==> config.mk <==
export PLATFORM = sky130hd
export DESIGN_NAME = rtl_kernel_wizard_1_example_chunk_sequencer
export DESIGN_NICKNAME = d
export VERILOG_FILES = /design/src/rtl/rtl_kernel_wizard_1_example_pkg.sv /design/src/rtl/rtl_kernel_wizard_1_example_chunk_sequencer.sv
export SDC_FILE = /design/constraint.sdc
export NUM_CORES = 1
export LEC_CHECK = 0
export BUFFER_PORTS_ARGS = -buffer_cell sky130_fd_sc_hd__buf_2
export CAP_MARGIN = 30
export CORE_ASPECT_RATIO = 2
export CORE_MARGIN = 8
export CORE_UTILIZATION = 50
export DETAILED_ROUTE_END_ITERATION = 10
export PLACE_DENSITY = 0.73
export SYNTH_ARGS = -nofsm -noshare
export SYNTH_HDL_FRONTEND = slang
export SYNTH_SLANG_ARGS = --single-unit
==> constraint.sdc <==
create_clock -name aclk -period 5.9 [get_ports aclk]
set_input_delay 0.59 -clock aclk [delete_from_list [all_inputs] [get_ports aclk]]
set_output_delay 0.59 -clock aclk [all_outputs]
set_load 0.01 [all_outputs]
==> src/rtl/rtl_kernel_wizard_1_example_pkg.sv <==
// Shared definitions for the rtl_kernel_wizard_1_example blocks.
//   LP_DW_BYTES : bytes per core data beat at the default 512-bit data width;
//                 job and chunk sizes must be whole multiples of it.
//   seq_state_e : chunk sequencer FSM state encoding.
package rtl_kernel_wizard_1_example_pkg;

   localparam int LP_DW_BYTES = 512 / 8;

   typedef enum logic [1:0] {
      ST_IDLE  = 2'd0,
      ST_ISSUE = 2'd1,
      ST_WAIT  = 2'd2,
      ST_DONE  = 2'd3
   } seq_state_e;

endpackage

==> src/rtl/rtl_kernel_wizard_1_example_chunk_sequencer.sv <==
// Chunk sequencer: sits between the host control registers and the vadd core.
// It splits one host job (base address, total bytes) into core runs of at
// most ctrl_chunk_bytes each, and reports one ap_done when every run is done.
//
// Ports
//   aclk, aresetn            clock, asynchronous active-low reset
//   ap_start / ap_done       host job request (level) / job-complete pulse
//   ap_idle                  high while the sequencer is in IDLE
//   ctrl_*                   job base address, total bytes, max bytes per run
//   core_start / core_done   per-chunk start pulse / completion pulse
//   core_addr_offset         chunk base address (held from start to done)
//   core_xfer_size_in_bytes  chunk size (held from start to done)
//   chunk_count              chunks completed in the current or last job
//   cfg_error                last job rejected for a bad configuration
//
// state | meaning
// ------+---------------------------------------------------------------
// IDLE  | waiting for ap_start; ctrl inputs latched on acceptance
// ISSUE | core_start high this cycle (unless the job has nothing to run)
// WAIT  | chunk in flight, waiting for core_done
// DONE  | ap_done high this cycle; back to IDLE next
//
// Every output is registered and belongs to the state it is asserted in, so
// transitions also load the outputs the next state presents.
module rtl_kernel_wizard_1_example_chunk_sequencer
   import rtl_kernel_wizard_1_example_pkg::*;
#(
   parameter int C_M_AXI_ADDR_WIDTH = 64,
   parameter int C_M_AXI_DATA_WIDTH = LP_DW_BYTES * 8,
   parameter int C_XFER_SIZE_WIDTH  = 32
) (
   input  logic                          aclk,
   input  logic                          aresetn,
   input  logic                          ap_start,
   output logic                          ap_done,
   output logic                          ap_idle,
   input  logic [C_M_AXI_ADDR_WIDTH-1:0] ctrl_addr_offset,
   input  logic [C_XFER_SIZE_WIDTH-1:0]  ctrl_xfer_size_in_bytes,
   input  logic [C_XFER_SIZE_WIDTH-1:0]  ctrl_chunk_bytes,
   output logic                          core_start,
   input  logic                          core_done,
   output logic [C_M_AXI_ADDR_WIDTH-1:0] core_addr_offset,
   output logic [C_XFER_SIZE_WIDTH-1:0]  core_xfer_size_in_bytes,
   output logic [C_XFER_SIZE_WIDTH-1:0]  chunk_count,
   output logic                          cfg_error
);

   localparam int LP_ALIGN = C_M_AXI_DATA_WIDTH / 8;
   // Data width is a power of two, so alignment is a mask test.
   localparam logic [C_XFER_SIZE_WIDTH-1:0] LP_ALIGN_MASK = C_XFER_SIZE_WIDTH'(LP_ALIGN - 1);

   seq_state_e                    state_q;
   logic [C_M_AXI_ADDR_WIDTH-1:0] base_q;
   logic [C_XFER_SIZE_WIDTH-1:0]  chunk_q;
   logic [C_XFER_SIZE_WIDTH-1:0]  remaining_q;
   logic [C_XFER_SIZE_WIDTH-1:0]  done_bytes_q;
   logic                          ap_done_q;
   logic                          ap_idle_q;
   logic                          core_start_q;
   logic [C_M_AXI_ADDR_WIDTH-1:0] core_addr_q;
   logic [C_XFER_SIZE_WIDTH-1:0]  core_size_q;
   logic [C_XFER_SIZE_WIDTH-1:0]  chunk_count_q;
   logic                          cfg_error_q;

   logic                          job_empty_d;
   logic                          job_bad_d;
   logic [C_XFER_SIZE_WIDTH-1:0]  first_size_d;
   logic [C_XFER_SIZE_WIDTH-1:0]  rem_after_d;
   logic [C_XFER_SIZE_WIDTH-1:0]  done_after_d;
   logic [C_XFER_SIZE_WIDTH-1:0]  next_size_d;
   logic [C_M_AXI_ADDR_WIDTH-1:0] next_addr_d;

   always_comb begin
      // An empty job is a clean no-op, checked before the config sanity test.
      job_empty_d  = (ctrl_xfer_size_in_bytes == '0);
      job_bad_d    = (ctrl_chunk_bytes == '0)
                     || ((ctrl_xfer_size_in_bytes & LP_ALIGN_MASK) != '0)
                     || ((ctrl_chunk_bytes & LP_ALIGN_MASK) != '0);
      first_size_d = (ctrl_xfer_size_in_bytes < ctrl_chunk_bytes) ?
                     ctrl_xfer_size_in_bytes : ctrl_chunk_bytes;
      // Saturate so a corrupted size can never wrap the remaining count.
      rem_after_d  = (core_size_q > remaining_q) ? '0 : (remaining_q - core_size_q);
      done_after_d = done_bytes_q + core_size_q;
      next_size_d  = (rem_after_d < chunk_q) ? rem_after_d : chunk_q;
      // Address wraps modulo 2^C_M_AXI_ADDR_WIDTH by plain truncation.
      next_addr_d  = base_q + C_M_AXI_ADDR_WIDTH'(done_after_d);
   end

   always_ff @(posedge aclk or negedge aresetn) begin
      if (!aresetn) begin
         state_q       <= ST_IDLE;
         base_q        <= '0;
         chunk_q       <= '0;
         remaining_q   <= '0;
         done_bytes_q  <= '0;
         ap_done_q     <= 1'b0;
         ap_idle_q     <= 1'b1;
         core_start_q  <= 1'b0;
         core_addr_q   <= '0;
         core_size_q   <= '0;
         chunk_count_q <= '0;
         cfg_error_q   <= 1'b0;
      end else begin
         ap_done_q    <= 1'b0;
         core_start_q <= 1'b0;
         case (state_q)
            ST_IDLE: begin
               if (ap_start) begin
                  state_q       <= ST_ISSUE;
                  ap_idle_q     <= 1'b0;
                  base_q        <= ctrl_addr_offset;
                  chunk_q       <= ctrl_chunk_bytes;
                  done_bytes_q  <= '0;
                  chunk_count_q <= '0;
                  if (job_empty_d || job_bad_d) begin
                     // Zero remaining makes ISSUE fall straight through to DONE.
                     remaining_q <= '0;
                     cfg_error_q <= !job_empty_d;
                  end else begin
                     remaining_q  <= ctrl_xfer_size_in_bytes;
                     cfg_error_q  <= 1'b0;
                     core_start_q <= 1'b1;
                     core_size_q  <= first_size_d;
                     core_addr_q  <= ctrl_addr_offset;
                  end
               end
            end
            ST_ISSUE: begin
               if (remaining_q == '0) begin
                  state_q   <= ST_DONE;
                  ap_done_q <= 1'b1;
               end else begin
                  state_q <= ST_WAIT;
               end
            end
            ST_WAIT: begin
               if (core_done) begin
                  done_bytes_q  <= done_after_d;
                  remaining_q   <= rem_after_d;
                  chunk_count_q <= chunk_count_q + 1'b1;
                  if (rem_after_d == '0) begin
                     state_q   <= ST_DONE;
                     ap_done_q <= 1'b1;
                  end else begin
                     state_q      <= ST_ISSUE;
                     core_start_q <= 1'b1;
                     core_size_q  <= next_size_d;
                     core_addr_q  <= next_addr_d;
                  end
               end
            end
            ST_DONE: begin
               state_q   <= ST_IDLE;
               ap_idle_q <= 1'b1;
            end
            default: begin
               state_q   <= ST_IDLE;
               ap_idle_q <= 1'b1;
            end
         endcase
      end
   end

   assign ap_done                 = ap_done_q;
   assign ap_idle                 = ap_idle_q;
   assign core_start              = core_start_q;
   assign core_addr_offset        = core_addr_q;
   assign core_xfer_size_in_bytes = core_size_q;
   assign chunk_count             = chunk_count_q;
   assign cfg_error               = cfg_error_q;

endmodule

### Yosys cells after proc, flatten, opt, wreduce, memory -nomap -nowiden

Cells that the tools add are included.
W data, S select, Z words.

* flip-flop bits (word level): 294
* input port bits: 132
* output and inout port bits: 132
* word-level logic and storage cells: 83

* add/subtract/negate cells: 4
* magnitude comparators: 3
* equality and inequality tests: 7
* multiplexer cells: 39
* reductions and logical operators: 18

Operator list (count)
* $mux W32: 13
* $mux W64: 4
* $pmux W32 S2: 4
* $logic_not A32 Y1: 4
* $pmux W64 S2: 1
* $add A64 B32 Y64: 1
* $lt A32 B32 Y1: 2
* $reduce_bool A32 Y1: 2
* $add A32 B1 Y32 const B: 1
* $add A32 B32 Y32: 1
* $gt A32 B32 Y1: 1
* $sub A32 B32 Y32: 1
* $mux W1: 10
* $ne A2 B2 Y1 const B: 4
* $pmux W2 S4: 1
* $mux W2: 3
* $pmux W1 S2: 3
* $reduce_and A2 Y1: 3
* $reduce_and A5 Y1: 1
* $eq A2 B2 Y1 const B: 2
* $reduce_bool A2 Y1: 2
* $logic_or A1 B1 Y1: 3
* $reduce_and A3 Y1: 1
* $eq A2 B1 Y1 const B: 1
* other kinds (2): 2

### Longest topological paths before layout

* depth in word-level cells: 7
* gate-level depth with buffers: 24
* depth with buffers taken out: 23

### Least setup slack after synthesis

No wires, ideal clock.

* kind: flip-flop to flip-flop
* from: register core_size_q[0] (netlist: core_xfer_size_in_bytes[0])
* to: register core_size_q[0] (netlist: core_xfer_size_in_bytes[0])
* setup time: 0.125 ns
* arrival time: 5.433 ns
* required time: 5.775 ns
* slack: 0.343 ns
* cell stages (with the launch flop): 24
* buffers on the path: 2
* period minus slack after synthesis: 5.557 ns
* cells stage by stage: dfrtp_1 ha_1 inv_1 fa_1 a211oi_2 o21ai_1 a21oi_1 o21ai_1 a21oi_2 o21a_1 clkbuf_1 nor2_1 ha_1 nand4_1 nor3_1 nand4_1 nor3_1 nand2_1 or2_2 o221ai_1 clkbuf_1 mux2i_1 nor2_1 mux2_2

* longest elaborated chain between the ends: 7
* elaborated cells between the ends (all ways): 11
* those cells by class: add/sub (1); order compare (2); eq/ne (1); mux (5); reduce/logical (2)

RTL lines
* start, declared: RTL line rtl_kernel_wizard_1_example_chunk_sequencer.sv:61 `logic [C_XFER_SIZE_WIDTH-1:0] core_size_q;`
* start signal, assigned: RTL line rtl_kernel_wizard_1_example_chunk_sequencer.sv:123 `core_size_q <= first_size_d;`
* start signal, assigned: RTL line rtl_kernel_wizard_1_example_chunk_sequencer.sv:147 `core_size_q <= next_size_d;`
* $sub A32 B32 Y32 or $gt A32 B32 Y1 (tied branches): RTL line rtl_kernel_wizard_1_example_chunk_sequencer.sv:82 `rem_after_d = (core_size_q > remaining_q) ? '0 : (remaining_q - core_size_q);`
* $mux W32 (*): RTL line rtl_kernel_wizard_1_example_chunk_sequencer.sv:82
* $lt A32 B32 Y1: RTL line rtl_kernel_wizard_1_example_chunk_sequencer.sv:84 `next_size_d = (rem_after_d < chunk_q) ? rem_after_d : chunk_q;`
* $mux W32: RTL line rtl_kernel_wizard_1_example_chunk_sequencer.sv:84
* $mux W32: RTL line rtl_kernel_wizard_1_example_chunk_sequencer.sv:141 `if (rem_after_d == '0) begin`
* $mux W32: RTL line rtl_kernel_wizard_1_example_chunk_sequencer.sv:137 `if (core_done) begin`
* $pmux W32 S2: RTL line rtl_kernel_wizard_1_example_chunk_sequencer.sv:106 `case (state_q)`

Every way passes the cells marked *; elsewhere a longest branch is shown, timed or not. The select of a mux whose other input is x is not followed.
A chain may end at the register's enable or synchronous reset.

### Final worst setup path

* from: register core_size_q[0] (netlist: core_xfer_size_in_bytes[0])
* to: register core_addr_q[57] (netlist: core_addr_offset[57])

* longest elaborated chain between the ends: 5
* elaborated cells between the ends (all ways): 11
* those cells by class: add/sub (3); order compare (1); eq/ne (1); mux (4); reduce/logical (2)

RTL lines
* $add A32 B32 Y32 (tied with other cells): RTL line rtl_kernel_wizard_1_example_chunk_sequencer.sv:83 `done_after_d = done_bytes_q + core_size_q;`
* $add A64 B32 Y64 or $mux W32 (tied branches): RTL line rtl_kernel_wizard_1_example_chunk_sequencer.sv:86, rtl_kernel_wizard_1_example_chunk_sequencer.sv:82
* $mux W64 or $logic_not A32 Y1 (tied branches): RTL line rtl_kernel_wizard_1_example_chunk_sequencer.sv:141
* $mux W64 or $ne A2 B2 Y1 (tied branches)
* $pmux W64 S2 or $reduce_and A5 Y1 (tied branches)
* end signal, assigned: RTL line rtl_kernel_wizard_1_example_chunk_sequencer.sv:124 `core_addr_q <= ctrl_addr_offset;`
* end signal, assigned: RTL line rtl_kernel_wizard_1_example_chunk_sequencer.sv:148 `core_addr_q <= next_addr_d;`
* end, declared: RTL line rtl_kernel_wizard_1_example_chunk_sequencer.sv:60 `logic [C_M_AXI_ADDR_WIDTH-1:0] core_addr_q;`

Parallel ways exist; a longest one is shown, timed or not. The select of a mux whose other input is x is not followed.

==> flow_summary.json <==
{
  "final.setup.worst_slack_ps": 282,
  "fin_nets": 2856,
  "die_x_um": 162,
  "synthDistinctLibCells": 76,
  "start_util": 0.502,
  "hold_class": "input pin to asynchronous set/reset pin",
  "path_clk_slew_ps": 70,
  "viasPerCell": 6.05,
  "setup_violations": 0,
  "dp_hpwl_um": 53900,
  "fp-row-count": 107,
  "setup-tns-final_ps": 0,
  "fmax_mhz": 178,
  "dr.pass1.iters": 6,
  "tightest_slew_ps": 1110,
  "clockBufferDepth": 3,
  "placed_area_um2": 23600,
  "syn_nets": 2570,
  "crit_end": "core_addr_offset[57]",
  "timing.max_cap.violations": 0,
  "vias": 18957,
  "ctsHoldBuffers": 0,
  "cts_buffers": 29,
  "clock_sinks": 294,
  "status": "complete, but fails checks",
  "grt_pass1_wl_um": 108000,
  "n_fill_cell": 3809,
  "critPathArrivalTime_ps": 6100,
  "synth_area_um2": 21200,
  "area_growth_syn_to_layout_pct": 16.9,
  "design_area_um2": 24800,
  "cp_max_fo": 10,
  "synth_flop_cell": "dfrtp_1",
  "async_flop_share": 1.00,
  "wirelength_um": 70000,
  "drc_errors": 0,
  "period_share": 0.952,
  "reg2reg_to": "core_addr_offset[57]",
  "avgRoutedWirePerCell_um": 22.4,
  "cts_tree": "built",
  "timing.hold.ws_ps": -28.1,
  "cts-root-buf": "clkbuf_16",
  "io_buffers": 263,
  "post-route-min-period_ps": 5620,
  "p_leak_nw": 12.1,
  "fin_skew_ps": 11.7,
  "pre_cts_slack_ps": 72.4,
  "antenna_found_initial": 10,
  "crit_type": "flop to flop",
  "die_h_um": 307,
  "r2r-start": "core_xfer_size_in_bytes[0]",
  "grt_max_degree": 108,
  "final-hold-violation-count": 3,
  "grt_pass1_vias": 19229,
  "synth_edf_count": 0,
  "start_kind": "flop",
  "synth.ff_latch_count": 294,
  "drive_gt1_frac": 0.235,
  "rrSetupSlack_ps": 280,
  "ioPinCount": 264,
  "post_cts_buffers": 0,
  "ir_worst_vdd_v": 0.000423,
  "rr_worst_depth": 23,
  "clk_latency_ps": 600,
  "overflow": 0,
  "startpoint": "core_xfer_size_in_bytes[0]",
  "required_ps": 6380,
  "drt_iter0_drc": 1265,
  "drv_slew": 0,
  "rsz0062_at_grt": "no",
  "violations": "hold timing",
  "syn_inst": 2272,
  "core_area_um2": 42300,
  "htree_levels": 1,
  "fin_total_pwr_mw": 14.2,
  "ys_seq_area_frac": 0.347,
  "grt_use_total": 0.275,
  "endpoint_kind": "flop",
  "gp_congestion": 0.956,
  "max_slew_margin": 0.250,
  "ant_nets": 0,
  "powerDensity_nw_per_um2": 572,
  "yosys_warnings": 0,
  "dieArea_um2": 49700,
  "syn_area_per_cell_um2": 9.34
}
## cells in the final DEF, fill, tap and decap left out, drive strengths merged, types with 23 or more instances in the layout
master	netlist	layout
buf	22	353
dfrtp	293	293
ha	163	163
mux2	163	163
nor2	162	162
inv	152	153
nand2	143	143
a21oi	138	138
o21ai	116	116
mux2i	88	88
xnor2	66	66
xor2	62	62
a21o	60	60
nand3	42	42
a22o	40	40
nor4	40	40
clkbuf	77	37
nor3	36	36
a211oi	35	35
and3	31	31
nand4	31	31
and2	29	29
o21bai	23	23
a31oi	23	23
## metal layers
| metal | track usage | part of all wire |
|---|---|---|
| met1 | 0.334 | 0.40 |
| met2 | 0.453 | 0.47 |
| met3 | 0.0676 | 0.083 |
| met4 | 0.123 | 0.049 |
| met5 | 0 | 0.00033 |
## sequential cells by signal (all words and copies together) (netlist names)
register,cells
core_xfer_size_in_bytes,32
core_addr_offset,64
ap_done,1
ap_idle,1
chunk_q,32
remaining_q,32
cfg_error,1
core_start,1
state_q,2
done_bytes_q,32
chunk_count,32
base_q,64
## cells by family (layout without fill, tap and decap cells)
group / after synthesis / in the layout / share of synthesized area
AOI/OAI and AO/OA: 584 / 584 / 0.185
xor gates and xnor gates: 128 / 128 / 0.0532
adders and majority gates: 166 / 166 / 0.0989
buffers and inverters: 251 / 560 / 0.0472
DFF: 294 / 294 / 0.347
muxes: 251 / 251 / 0.129
other: 0 / 8 / 0
and+or+nand+nor: 598 / 598 / 0.139
## metrics by stage
| step | util | instances |
|---|---|---|
| 2_1_floorplan | - | 2272 |
| 4_1_cts | 0.583 | 3125 |
| 5_1_grt | 0.586 | 3129 |
| 3_5_place_dp | 0.559 | 3071 |
| 6_report | 0.587 | 3134 |
| 3_3_place_gp | 0.559 | 3071 |
## power breakdown
| group | total [mW] | internal [mW] | switching (mW) |
|---|---|---|---|
| Clock | 2.06 | 1.17 | 0.886 |
| Sequential | 3.38 | 2.74 | 0.644 |
| Combinational | 8.75 | 3.65 | 5.11 |
| Total | 14.2 | 7.55 | 6.64 |
## synth_stat cells, types with 17 or more instances
| master | count | area [um^2] |
|---|---|---|
| a222oi_1 | 21 | 210 |
| nand3_1 | 42 | 210 |
| nand2_1 | 143 | 537 |
| a211oi_1 | 34 | 255 |
| xor2_1 | 62 | 543 |
| ha_1 | 163 | 2040 |
| o21ai_0 | 113 | 566 |
| a21oi_1 | 136 | 681 |
| o21bai_1 | 23 | 173 |
| mux2i_1 | 88 | 881 |
| inv_1 | 152 | 571 |
| a31oi_1 | 23 | 144 |
| nor4_1 | 40 | 250 |
| mux2_2 | 155 | 1750 |
| nand4_1 | 31 | 194 |
| a21o_1 | 60 | 450 |
| and2_1 | 29 | 181 |
| and3_1 | 31 | 194 |
| clkbuf_1 | 77 | 289 |
| a22o_1 | 40 | 350 |
| nor2_1 | 162 | 608 |
| nor3_1 | 36 | 180 |
| xnor2_1 | 65 | 569 |
| o211ai_1 | 17 | 128 |
| or3_1 | 20 | 125 |
| o21a_1 | 21 | 158 |
| dfrtp_1 | 293 | 7330 |
## worst min path at each step
stage          startpoint             end  slack (ps)
2_1_floorplan     aresetn         ap_done         290
3_3_place_gp    cfg_error       cfg_error         460
3_5_place_dp    cfg_error       cfg_error         480
4_1_cts           aresetn  remaining_q[7]          30
5_1_grt           aresetn  remaining_q[7]          80
6_report          aresetn  remaining_q[7]         -30
## cell type report
type | instances | area [um^2] | share of cell area
Multi-Input combinational cell | 1727 | 13100 | 0.526
Sequential cell | 294 | 7360 | 0.297
Timing Repair Buffer | 354 | 2090 | 0.0842
Clock buffer | 37 | 786 | 0.0317
Tap cell | 545 | 682 | 0.0275
Inverter | 152 | 571 | 0.0230
Clock inverter | 17 | 246 | 0.00993
Antenna cell | 8 | 20.0 | 0.000807
## worst max-delay path, cell delays in order, from the launching register on
cell and delay [ps]:
dfrtp_1 410, ha_1 240, fa_1 430, a211o_1 330, a211oi_2 260, o21bai_1 100, a21oi_2 190, o21bai_1 80
a21oi_1 220, o21bai_1 90, a21oi_1 180, xnor2_1 230, ha_1 380, a21o_1 210, a31o_2 220, and3_1 200
o41ai_2 420, buf_4 180, a211oi_1 90, buf_4 200, o2111ai_1 260, xor2_1 190, a21oi_1 90, mux2_4 300
## timing repair
item	CTS	global route
cloned	0	1
pin swaps	0	1
resized for setup	1	19
endpoints found under the hold margin	0	0
setup endpoints to repair	1	37
(Power assumes the default switching activity.)
